$ cat config.mk
export PLATFORM = sky130hd
export DESIGN_NAME = z16_rf_write_sched
export DESIGN_NICKNAME = d
export VERILOG_FILES = /design/src/rtl/z16_rf_write_sched.sv
export SDC_FILE = /design/constraint.sdc
export NUM_CORES = 1
export LEC_CHECK = 0
export ABC_CLOCK_PERIOD_IN_PS = 6000
export CAP_MARGIN = 10
export CORE_UTILIZATION = 25
export CTS_CLUSTER_SIZE = 14
export DETAILED_ROUTE_END_ITERATION = 8
export PLACE_DENSITY = 0.46
export SYNTH_ARGS = -nofsm -noshare
export SYNTH_HDL_FRONTEND = slang
export SYNTH_SLANG_ARGS = --single-unit
$ cat constraint.sdc
create_clock -name i_clk -period 6 [get_ports i_clk]
set_clock_uncertainty 0.05 [all_clocks]
set_input_delay 0.6 -clock i_clk [delete_from_list [all_inputs] [get_ports i_clk]]
set_output_delay 0.6 -clock i_clk [all_outputs]
set_load 0.005 [all_outputs]
$ cat src/rtl/z16_rf_write_sched.sv
// rtl/z16_rf_write_sched.sv - shares the register file write port between EX and LD
// writeback and tracks pending writes per register for decode hazard detection.
module z16_rf_write_sched #(
  parameter int DATA_W = 16,
  parameter int ADDR_W = 4,
  parameter int CNT_W  = 2
) (
  input  logic              i_clk,
  input  logic              i_rst,
  input  logic              i_iss_valid,
  input  logic [ADDR_W-1:0] i_iss_rd_addr,
  output logic              o_iss_ready,
  input  logic [ADDR_W-1:0] i_rs1_addr,
  input  logic [ADDR_W-1:0] i_rs2_addr,
  output logic              o_hazard,
  input  logic              i_ex_valid,
  input  logic [ADDR_W-1:0] i_ex_addr,
  input  logic [DATA_W-1:0] i_ex_data,
  output logic              o_ex_ready,
  input  logic              i_ld_valid,
  input  logic [ADDR_W-1:0] i_ld_addr,
  input  logic [DATA_W-1:0] i_ld_data,
  output logic              o_ld_ready,
  output logic [ADDR_W-1:0] o_rd_addr,
  output logic              o_rd_wen,
  output logic [DATA_W-1:0] o_rd_data
);

  localparam int NREG = 1 << ADDR_W;
  localparam logic [CNT_W-1:0] CNT_MAX = '1;

  logic [CNT_W-1:0]  cnt [NREG];
  logic              pref_ex;
  logic              grant_ex;
  logic              grant_ld;
  logic              grant;
  logic              contended;
  logic [ADDR_W-1:0] gnt_addr;
  logic [DATA_W-1:0] gnt_data;
  logic              iss_acc;
  logic [NREG-1:0]   inc_vec;
  logic [NREG-1:0]   dec_req;
  logic              underflow;

  // pref_ex names the source that wins the next contended cycle
  always_comb begin
    contended = i_ex_valid && i_ld_valid;
    grant_ex  = i_ex_valid && (!i_ld_valid || pref_ex);
    grant_ld  = i_ld_valid && !grant_ex;
    grant     = grant_ex || grant_ld;
    gnt_addr  = grant_ld ? i_ld_addr : i_ex_addr;
    gnt_data  = grant_ld ? i_ld_data : i_ex_data;
  end

  assign o_ex_ready  = grant_ex;
  assign o_ld_ready  = grant_ld;
  // a saturated counter still accepts when a writeback frees a slot this cycle
  assign o_iss_ready = (cnt[i_iss_rd_addr] != CNT_MAX) || (grant && (gnt_addr == i_iss_rd_addr));
  assign iss_acc     = i_iss_valid && o_iss_ready;

  assign o_hazard = (cnt[i_rs1_addr] != '0) || (cnt[i_rs2_addr] != '0) ||
                    (i_iss_valid && (cnt[i_iss_rd_addr] != '0));

  always_comb begin
    inc_vec   = '0;
    dec_req   = '0;
    underflow = 1'b0;
    for (int a = 1; a < NREG; a++) begin
      inc_vec[a] = iss_acc && (i_iss_rd_addr == ADDR_W'(a));
      dec_req[a] = grant && (gnt_addr == ADDR_W'(a));
      if (dec_req[a] && !inc_vec[a] && (cnt[a] == '0))
        underflow = 1'b1;
    end
  end

  // r0 is never incremented, so it stays at its reset value of zero
  always_ff @(posedge i_clk or posedge i_rst) begin
    if (i_rst) begin
      for (int a = 0; a < NREG; a++)
        cnt[a] <= '0;
    end else begin
      for (int a = 1; a < NREG; a++) begin
        if (inc_vec[a] && !dec_req[a])
          cnt[a] <= cnt[a] + 1'b1;
        else if (dec_req[a] && !inc_vec[a] && (cnt[a] != '0))
          cnt[a] <= cnt[a] - 1'b1;
      end
    end
  end

  always_ff @(posedge i_clk or posedge i_rst) begin
    if (i_rst) begin
      pref_ex   <= 1'b1;
      o_rd_wen  <= 1'b0;
      o_rd_addr <= '0;
      o_rd_data <= '0;
    end else begin
      if (contended)
        pref_ex <= !pref_ex;
      o_rd_wen <= grant && (gnt_addr != '0);
      if (grant) begin
        o_rd_addr <= gnt_addr;
        o_rd_data <= gnt_data;
      end
    end
  end

  a_no_underflow: assert property (@(posedge i_clk) disable iff (i_rst) !underflow);

endmodule

==> metrics.md <==
| Metric | Value |
|---|---|
| Dpl cell area | `0.00490 mm^2` |
| Boundary pin count | `82` |
| Remaining Overflow, GRT | `0` |
| FF-to-FF Start | `pref_ex` |
| Crit path required time | `~5.4 ns` |
| Endpoints failing setup | `0` |
| Clk sinks | `52` |
| Status | `complete, no violations` |
| Post-synth EDFFs | `0` |
| Starting Density | `25.8%` |
| Max Fclk | `213 MHz` |
| Crit path launch | `i_ld_valid` |
| H-tree lvl count | `2` |
| WHS | `~0.48 ns` |
| PD cells | `314 mW/mm^2` |
| Tot GR Track Use | `16.3%` |
| Syn Nets | `522` |
| Vias in the first global route | `between 3000 and 4000` |
| Worst-Skew Late Latency | `0.31 ns` |
| Drt via density | `5.24` |
| Avg Cell Area, Syn | `8.54 um^2` |
| Post-Layout Cell Count | `744` |
| RePlAce Congestion | `roughly 0.82` |
| Drt pass-1 iters | `4` |
| Detail Route Antenna Nets | `0` |
| Die area | `0.0164 mm^2` |
| Initial antenna violation count | `0` |
| Share of cells above drive strength 1 | `8.26%` |
| Largest net degree at the start of global routing | `63` |
| Area Overhead vs Synth | `27.2%` |
| HPWL after DPL | `9.23 mm` |
| CP endpoint kind | `primary output` |
| Die H | `128 um` |
| # diodes | `0` |
| Sequential fraction of the synthesis area | `32.8%` |
| Clk slew on worst S/H paths | `~0.070 ns` |
| CP max FO | `62` |
| Synth Flop Type | `dfrtp_1` |
| Final min period | `approximately 4.7 ns` |
| Hold Crit Start | `pref_ex` |
| Final Hold Fails | `0` |
| Kind of critical path | `in -> out` |
| # port buffers | `81` |
| Post-layout instance area | `0.00505 mm^2` |
| Final Util | `32.9%` |
| CP Launch Type | `primary input` |
| Row Count | `45` |
| Pre-CTS setup slack | `1.29 ns` |
| Die width | `128 um` |
| Worst VDD drop | `0.151 mV` |
| WL/cell | `16.9 um` |
| R2r setup slk | `2.73 ns` |
| Arrival time worst endpoint | `just over 4 ns` |
| DRC | `0` |
| Vias | `3895` |
| Pleak | `a little under 2 nW` |
| Setup tns final | `0 ns` |
| Synth Warn # | `2` |
| Post-CTS Hold Buffers | `0` |
| Rel. slew slack | `40.6%` |
| Core area | `0.0154 mm^2` |
| Worst slew pin tran | `0.888 ns` |
| Max-cap violations | `0` |
| Clk buf depth | `2` |
| Setup bufs post-CTS | `0` |
| Post-cts gate resize count | `0` |
| Post-Syn Instances | `465` |
| Worst Hold Class | `reg -> reg` |
| Nets@finish | `589` |
| CTS Root Cell | `clkbuf_16` |
| Number of max-slew violations in the final report | `0` |
| FF+latch count, synth | `52` |
| CTS tree | `done` |
| Cell variety after synth | `63` |
| First-pass GRT wire length | `20.6 mm` |
| Clock buffer count from CTS | `5` |
| DR iter-0 viols | `227` |
| Final Power | `1.58 mW` |
| Mapped Area | `0.00397 mm^2` |
| Dpl cells | `736` |
| RSZ-0062 raised after global routing | `false` |
| Ys async rst share | `100%` |
| Period Utilization, post-route | `78.2%` |
| Final Worst Setup Slack | `1.31 ns` |
| Routed WL | `around 13 mm` |
## power breakdown
group          total, mW  switching (mW)  internal, mW  leakage [nW]
clock              0.314           0.146         0.167        0.0772
sequential         0.636           0.169         0.467         0.617
combinational      0.635           0.308         0.327          1.25
## final cells by class
type                    count  area (um^2)
repair buffers             84          833
well taps                 211          264
inverters                  16         65.1
multi-input cells         373         2430
clock buffers               6          139
fillers                  1610        10300
clock inverters             2         13.8
flip-flops and latches     52         1300
## routing by layer
layer | track usage (%) | vias up | share of wire (%)
met5 | 0 | - | 0
met4 | 5.26 | 0 | 1.7
met3 | 5.43 | 16 | 10
met2 | 25.4 | 148 | 43
met1 | 21.1 | 1862 | 45
li1 | - | 1869 | -
## Yosys cell counts, drive strengths merged (6+ instances only)
cell type  count  share of area, %
and3          13               2.0
nor2          58               5.5
nand2         35               3.3
buf           14               3.4
nand3         11               1.4
o211ai        13               2.5
clkbuf        10              0.95
a21oi         72               9.1
mux4           9               5.3
inv           15               1.4
nor4           6               1.1
mux2i         21               5.4
o21ai          8               1.0
nand2b         9               1.4
dfrtp         51                32
nor3          27               3.7
a211oi        23               5.4
## critical path, stage by stage
cell,delay [ns]
clkdlybuf4s50_1,0.45
buf_4,0.33
a21boi_4,0.53
mux2i_2,0.56
xnor2_1,0.20
o311a_4,0.39
clkinv_4,0.40
clkdlybuf4s50_1,0.57
## kinds of logic after synthesis
| family | synth area share (%) |
|---|---|
| buffers and inverters | 5.95 |
| flip-flops | 32.8 |
| AND/OR/NAND/NOR | 23.4 |
| XOR/XNOR | 1.10 |
| multiplexers | 11.6 |
| AO/OA/AOI/OAI | 25.1 |
## cell usage in the layout (no fill, tap or decap), types with 7 or more instances in the layout
cell	instances
mux4_2	7
inv_1	14
o211ai_1	13
a211oi_2	8
o21ai_0	8
nand2b_1	9
and3_1	13
mux2i_1	20
nor3_1	25
a211oi_1	15
nor2_1	58
dfrtp_1	51
nand2_1	35
a21oi_1	72
clkdlybuf4s50_1	81
nand3_1	11
## sequential cells by signal, indices dropped and copies added (netlist names)
register / cells
o_rd_data: 16
o_rd_wen: 1
cnt: 30
o_rd_addr: 4
pref_ex: 1
## final timing paths
path | to | cells after the start
hold / removal | pref_ex | 1
setup reg to reg | cnt[7] | 7
hold reg to reg | pref_ex | 1
min in group asynchronous | o_rd_data[2] | 3
max in group asynchronous | cnt[28] | 3
setup / recovery | o_iss_ready | 8
Power figures use the tool's default switching activity.
